File: src/rtl/commit_tracker.sv
// rtl/commit_tracker.sv - retirement tracker shadowing ID/EX/MEM/WB with retire and cycle counters
// WB slot feeds the debug stage directly from registers; invalid slots always carry pc=0.
module commit_tracker #(
  parameter int CNT_W = 32
) (
  input  logic             i_clk,
  input  logic             i_rst,
  input  logic             i_fetch_vld,
  input  logic [31:0]      i_if_pc,
  input  logic             i_stall,
  input  logic             i_flush,
  output logic             o_insn_vld,
  output logic [31:0]      o_pc,
  output logic [CNT_W-1:0] o_retire_cnt,
  output logic [CNT_W-1:0] o_cycle_cnt
);

  logic        id_vld, ex_vld, mem_vld, wb_vld;
  logic [31:0] id_pc, ex_pc, mem_pc, wb_pc;
  logic [CNT_W-1:0] retire_cnt, cycle_cnt;

  always_ff @(posedge i_clk or posedge i_rst) begin
    if (i_rst) begin
      id_vld     <= 1'b0;
      id_pc      <= 32'h0;
      ex_vld     <= 1'b0;
      ex_pc      <= 32'h0;
      mem_vld    <= 1'b0;
      mem_pc     <= 32'h0;
      wb_vld     <= 1'b0;
      wb_pc      <= 32'h0;
      retire_cnt <= '0;
      cycle_cnt  <= '0;
    end else begin
      // Flush outranks stall: the branch already in EX retires, the younger ID/IF work dies.
      if (i_flush) begin
        id_vld <= 1'b0;
        id_pc  <= 32'h0;
      end else if (!i_stall) begin
        id_vld <= i_fetch_vld;
        id_pc  <= i_fetch_vld ? i_if_pc : 32'h0;
      end

      if (i_flush || i_stall) begin
        ex_vld <= 1'b0;
        ex_pc  <= 32'h0;
      end else begin
        ex_vld <= id_vld;
        ex_pc  <= id_pc;
      end

      mem_vld <= ex_vld;
      mem_pc  <= ex_pc;
      wb_vld  <= mem_vld;
      wb_pc   <= mem_pc;

      if (wb_vld) retire_cnt <= retire_cnt + CNT_W'(1);
      cycle_cnt <= cycle_cnt + CNT_W'(1);
    end
  end

  assign o_insn_vld   = wb_vld;
  assign o_pc         = wb_pc;
  assign o_retire_cnt = retire_cnt;
  assign o_cycle_cnt  = cycle_cnt;

endmodule

File: config.mk
export PLATFORM = sky130hd
export DESIGN_NAME = commit_tracker
export DESIGN_NICKNAME = d
export VERILOG_FILES = /design/src/rtl/commit_tracker.sv
export SDC_FILE = /design/constraint.sdc
export NUM_CORES = 1
export LEC_CHECK = 0
export ABC_AREA = 1
export BUFFER_PORTS_ARGS = -buffer_cell sky130_fd_sc_hd__buf_2
export CAP_MARGIN = 20
export CORE_UTILIZATION = 45
export CTS_BUF_LIST = sky130_fd_sc_hd__clkbuf_4
export DETAILED_ROUTE_END_ITERATION = 10
export GPL_TIMING_DRIVEN = 1
export MAX_ROUTING_LAYER = met4
export PLACE_DENSITY = 0.74
export SYNTH_ARGS = -nofsm -noshare
export SYNTH_HDL_FRONTEND = slang
export SYNTH_SLANG_ARGS = --single-unit
File: constraint.sdc
create_clock -name i_clk -period 17 [get_ports i_clk]
set_input_delay 1.7 -clock i_clk [delete_from_list [all_inputs] [get_ports i_clk]]
set_output_delay 1.7 -clock i_clk [all_outputs]
set_load 0.02 [all_outputs]
# After elaboration in Yosys (flattened, before gate mapping)
# Index checks and enable logic that the tools add are counted.
word_totals:
  reg_bits: 196
  latch_bits: 0
  mem_bits_rw: 0
  rom_bits: 0
  inputBits: 37
  output_inout_bits: 97
  wordCells: 21
  memories: 0
classes:
  n_addsub: 2
  mul: 0
  div_mod_pow: 0
  magnitude_cmp: 0
  eq_ne: 1
  n_shift: 0
  muxes: 7
  n_bitwise: 0
  reduce_logical: 1
ops:
  columns: ["cell", "count"]
  rows:
  - ["$mux W32", 4]
  - ["$add A32 B1 Y32 const B", 2]
  - ["$mux W1", 3]
  - ["$ne A2 B1 Y1 const B", 1]
  - ["$logic_or A1 B1 Y1", 1]

# Longest topological paths before layout
# Gate-level depths: netlist (run 1).
logic_depth:
  word_depth: 3
  depth_mapped: 9
  mapped_depth_nobuf: 8

# Worst setup path after synthesis (run 1)
# No wires, ideal clock.
synth_path:
  path_type: "input -> register"
  start: "input i_stall"
  end: "register id_pc[0]"
  setup_time_ns: 0.083
  arrival_time_ns: 2.405
  required_ns: 16.917
  setup_slack_ns: 14.513
  stages: 4
  path_buffers: 1
  cell_sequence: "nor2_1 > clkbuf_1 > nand3_1 > o21ai_0"
synth_between:
  elab_chain_len: 1
synth_rtl:
  columns: ["element", "line_no", "rtl"]
  rows:
  - ["start, declared", "10", "input logic i_stall,"]
  - ["$ne A2 B1 Y1 (no source line)", null, null]
  - ["end signal, assigned", "41", "id_pc <= i_fetch_vld ? i_if_pc : 32'h0;"]
  - ["end, declared", "19", "logic [31:0] id_pc, ex_pc, mem_pc, wb_pc;"]
# Every way passes these cells.
# A chain may end at the register's enable or synchronous reset.

# Worst setup path after layout (run 1)
layout_path:
  start: "register wb_vld, in the netlist o_insn_vld"
  end: "output o_insn_vld"
layout_rtl:
  columns: ["element", "line_no", "rtl"]
  rows:
  - ["start, declared", "18", "logic id_vld, ex_vld, mem_vld, wb_vld;"]
  - ["start signal, assigned", "54", "wb_vld <= mem_vld;"]
  - ["end, declared", "12", "output logic o_insn_vld,"]
# No word-level cell between the ends.

==> results_dict.tcl, run 1 <==
set metrics [dict create \
    clk_pin_slew_ps 160 \
    path_delay_family "flip-flops" \
    track_usage_pct 18.2 \
    ys_async_sr_fraction_pct 100 \
    post-cts-setup-buffers 0 \
    cts_resized 0 \
    ys_seq_elements 196 \
    crit_fanout 10 \
    drcViolationCount 0 \
    power_leakage_uw 0.00447 \
    hpwl_um 9830 \
    drt_iter0_drc 207 \
    p_int_uw 552 \
    io-pin-count 134 \
    antennaDiodeCount 0 \
    power.total_uw 752 \
    cp-start-kind "flip-flop" \
    cts_root_buf "clkbuf_4" \
    first_pass_iters 4 \
    switching_share_pct 26.7 \
    peakVddDrop_uv 52.4 \
    status "complete, no violations" \
    tritoncts "done" \
    antenna_found_initial 0 \
    vias_per_cell 4.64 \
    crit_required_ps 15300 \
    start_util_pct 46.3 \
    grt_max_degree 116 \
    syn_nets 735 \
    holdBufCountCts 0 \
    postPlaceCellArea_um2 8290 \
    synth.most_common_cell "dfrtp_1" \
    period_needed_ps 3140 \
    synth_ff_type "dfrtp_1" \
    crit_path_max_incr_delay_ps 630 \
    cts_buffers 17 \
    worst_slack_ps 13860 \
    synth_area_um2 7390 \
    worst_setup_path_end_kind "primary output" \
    core_area_um2 15900 \
    ys_top_cells_by_count "dfrtp_1, nand2_1, nor2_1, inv_1, nand3_1" \
    cts.path.max_buffers 2 \
    grt_pass1_wl_um 22500 \
    power.density_nw_per_um2 87.8 \
    slowest_stage "dfrtp_1" \
    slew_headroom_pct 32.9 \
    routed_wl_um 13800 \
    pre_cts_slack_ps 13560 \
    critPathArrivalTime_ps 1440 \
    drive_above_1_share_pct 23.4 \
    syn_area_per_cell_um2 10.6 \
    fmax_mhz 319 \
    nets 875 \
    placed_cells 1033 \
    drv_slew 0 \
    routedWlPerCell_um 13.0 \
    clock_sink_count 196 \
    htreeDepth 4 \
    setup_tns_ps 0 \
    tightest_slew_ps 1000 \
    rsz0062_at_grt "no" \
    synth_edf_count 0 \
    area_growth_syn_to_layout_pct 16.0 \
    clock_power_share_pct 30.7 \
    grt_pass1_vias 4510 \
    num_rows 46 \
    syn_inst 696 \
    setup_viol 0 \
    ys_top_cells_by_area "dfrtp_1, nand2_1, nor2_1" \
    yosys.area.top_type_share_pct 66.4 \
    fin_area_um2 8570 \
    post-route-period-util_pct 18.5 \
    hold_path.class "flip-flop to flip-flop" \
    fp.dieW_um 130 \
    fp.dieArea_um2 16900 \
    pwr-share-seq_pct 64.0 \
    maxCapViolCount 0 \
    worstPathCellList "buf_2" \
    dieHeight_um 130 \
    yosysSeqAreaShare_pct 66.4 \
    grt.overflow.total 0 \
    synth_top_area_cell "dfrtp_1" \
    ant_nets 0 \
    ys_types 27 \
    clock_skew_ps 26.1 \
    hold_viol_final 0 \
    pwr-share-comb_pct 5.3 \
    clock_latency_ps 570 \
    crit_type "flip-flop to primary output" \
    fin_cells 1065 \
    synth_warnings 0 \
    worst-path-buf-inv 1 \
    p_switching_uw 201 \
    place.port_buffers 133 \
    num_vias 4938 \
    place_congestion 0.910 \
]
==> worst reg2reg max path, stage by stage, from the launching register on <==
cell,delay [ps]
dfrtp_1,630
inv_2,110
nor2_4,180
nand2_4,110
nor2_4,180
nand2_2,90
o21ai_1,130
nand2_1,60
==> metrics by stage <==
| step | util, % | hold WS, ps |
|---|---|---|
| 6_report | 53.7 | 341 |
| 5_1_grt | 53.7 | 354 |
| 4_1_cts | 53.7 | 349 |
| 3_5_place_dp | 52.0 | 335 |
| 3_3_place_gp | 52.0 | 332 |
| 2_1_floorplan | - | 331 |
==> layer usage <==
layer  track usage (%)  wire length, µm  vias to the layer above
li1                  -                -                     2474
met1              25.2             6660                     2322
met2              25.9             6250                      127
met3              4.67              682                       15
met4              6.09              199                        0
met5                 -                0                        -
==> final cells by class <==
cell class	instances	area, µm²
Clock buffer	17	128
Clock inverter	15	149
Fill cell	1422	7380
Inverter	77	297
Multi-Input combinational cell	409	2140
Sequential cell	196	4900
Tap cell	216	270
Timing Repair Buffer	135	681
==> registers in the layout, indices dropped and copies added (netlist names) <==
signal        count
o_retire_cnt     32
ex_vld            1
mem_vld           1
o_insn_vld        1
id_vld            1
o_cycle_cnt      32
o_pc             32
id_pc            32
ex_pc            32
mem_pc           32
==> placed cells by master (no fill, tap or decap), drive strengths merged, types with 16 or more instances in the layout <==
cell type	Yosys	routed
dfrtp	196	196
buf	1	135
nand2	134	134
nor2	101	101
inv	77	81
nand3	55	55
o21ai	37	37
xor2	28	28
clkbuf	13	17
xnor2	16	16
nor3	16	16
==> worst paths after layout <==
| kind | start | to | slack [ps] | depth (start not counted) |
|---|---|---|---|---|
| setup / recovery | o_insn_vld | o_insn_vld | 13860 | 1 |
| hold / removal | mem_vld | o_insn_vld | 340 | 0 |
| setup reg to reg | o_insn_vld | o_retire_cnt[25] | 15400 | 7 |
| hold reg to reg | mem_vld | o_insn_vld | 340 | 0 |
| max in group asynchronous | i_rst | id_pc[10] | 14280 | 3 |
| min in group asynchronous | i_rst | o_cycle_cnt[27] | 1210 | 2 |
==> logic make-up after synthesis <==
group                      after synthesis  share of synthesized area, %
adders and majority gates                2                         0.339
buffers and inverters                   91                          4.68
AOI/OAI and AO/OA                       39                          2.71
and+or+nand+nor                        324                          20.7
xor gates and xnor gates                44                          5.22
DFF                                    196                          66.4
==> power groups by stage <==
stage | combinational, µW | clock [µW] | sequential, µW
CTS | 41.5 | 242 | 481
finish | 40.2 | 231 | 481
global route | 45.4 | 262 | 483
global placement | 40.4 | 0 | 490
floorplan | 21.5 | 0 | 495
detailed placement | 41.4 | 0 | 490
Power figures use the tool's default switching activity.
==> inputs of run 2 (changes only) <==
- PLACE_DENSITY: 0.74 -> 0.76
- clock period: 17 -> 2.6 ns (I/O delays scaled with it)
==> results_dict.tcl, run 2 (same netlist as run 1, synthesis figures left out) <==
set metrics [dict create \
    power.density_nw_per_um2 568 \
    reg2reg_from "o_cycle_cnt[0]" \
    hp-start "i_stall" \
    drcViolationCount 0 \
    cts_buffers 17 \
    core_area_um2 15900 \
    finalCoreUtilization_pct 56.1 \
    grt_pass1_vias 5037 \
    crit_required_ps 2340 \
    grt_max_degree 93 \
    fmax_mhz 608 \
    slowest_stage "dfrtp_1" \
    track_usage_pct 19.8 \
    antenna_found_initial 0 \
    timing.rr.end "o_cycle_cnt[18]" \
    routed_wl_um 15000 \
    layout_common_cells "dfrtp_1, buf_2, nand2_1" \
    grt_pass1_wl_um 24700 \
    first_pass_iters 6 \
    crit_type "flip-flop to primary output" \
    min_to "ex_pc[14]" \
    whs_path_depth 4 \
    post-cts-setup-buffers 0 \
    cp-start-kind "flip-flop" \
    fp.dieW_um 130 \
    place.port_buffers 133 \
    routedWlPerCell_um 13.7 \
    tritoncts "done" \
    clock_latency_ps 550 \
    worst-path-buf-inv 1 \
    nets 911 \
    cts.path.max_buffers 2 \
    worstRegToRegCells 6 \
    status "complete, no violations" \
    worstPathCellList "buf_2" \
    post-route-period-util_pct 63.2 \
    cts_resized 0 \
    setup_viol 0 \
    period_needed_ps 1640 \
    hold-worst-slack_ps 204 \
    fin_area_um2 8940 \
    drt_iter0_drc 318 \
    critPathArrivalTime_ps 1380 \
    vias_per_cell 4.75 \
    final_common_cell "dfrtp_1" \
    rrSetupSlack_ps 1070 \
    hpwl_um 10100 \
    crit_path_max_incr_delay_ps 600 \
    crit_fanout 10 \
    tightest_slew_ps 953 \
    htreeDepth 4 \
    drive_above_1_share_pct 22.8 \
    maxCapViolCount 0 \
    num_vias 5216 \
    fp.dieArea_um2 16900 \
    io-pin-count 134 \
    start_util_pct 46.3 \
    area_growth_syn_to_layout_pct 21.1 \
    power_leakage_uw 0.00463 \
    postPlaceCellArea_um2 8330 \
    dieHeight_um 130 \
    worst_setup_path_end_kind "primary output" \
    drv_slew 0 \
    clock_sink_count 196 \
    antennaDiodeCount 0 \
    cts_root_buf "clkbuf_4" \
    path_delay_family "flip-flops" \
    grt.overflow.total 0 \
    peakVddDrop_uv 369 \
    clock_skew_ps 28.1 \
    placed_cells 1036 \
    hold_viol_final 0 \
    num_rows 46 \
    hold_path.class "primary input to flip-flop" \
    place_congestion 0.911 \
    slew_headroom_pct 36.3 \
    ant_nets 0 \
    clk_pin_slew_ps 160 \
    fin_cells 1099 \
    rsz0062_at_grt "no" \
]
-- run 2: cell types whose count changed in the layout (fill, tap and decap cells not counted), sizes merged --
cell	before	now
clkbuf	17	18
buf	135	138
inv	81	82
clkinv	10	2
clkinvlp	1	3
bufinv	0	2
dlygate4sd3	0	33
-- run 2: final cells by class --
| type | count | area (µm²) |
|---|---|---|
| Clock buffer | 18 | 135 |
| Clock inverter | 12 | 145 |
| Fill cell | 1400 | 7000 |
| Inverter | 77 | 293 |
| Multi-Input combinational cell | 409 | 2140 |
| Sequential cell | 196 | 4900 |
| Tap cell | 216 | 270 |
| Timing Repair Buffer | 171 | 1060 |
-- run 2: power by group --
group          leakage [µW]  internal [µW]  switching [µW]
Combinational       0.00178            113             204
Sequential          0.00270           3110            36.1
Clock              0.000151            597            1020
-- run 2: routing by layer --
metal | global-route usage, % | share of wire, % | up-vias
li1 | - | - | 2522
met1 | 26.1 | 46 | 2512
met2 | 30.2 | 47 | 166
met3 | 5.25 | 6.5 | 16
met4 | 5.61 | 0.99 | 0
met5 | - | 0 | -
-- run 2: how the worst max path moves through the flow --
stage,from,slack [ps],end,cells past startpoint
after floorplan,i_rst,-190,ex_pc[0],1
after global placement,o_cycle_cnt[0],1170,o_cycle_cnt[26],6
after global routing,o_insn_vld,840,o_insn_vld,1
after detailed placement,o_cycle_cnt[0],1090,o_cycle_cnt[18],6
after CTS,o_insn_vld,900,o_insn_vld,1
final,o_insn_vld,960,o_insn_vld,1
-- run 2: per-stage QoR --
stage	setup TNS (ps)	total power [µW]	setup slack (ps)
after floorplan	-37710	3370	-192
after global placement	0	3480	1170
after detailed placement	0	3480	1090
after CTS	0	5150	898
after global routing	0	5310	845
final	0	5080	956
-- run 2: repair_timing --
item                                    4_1_cts  5_1_grt
hold buffers                                 33        0
endpoints found under the setup margin        0        0
hold endpoints to repair                     52        0
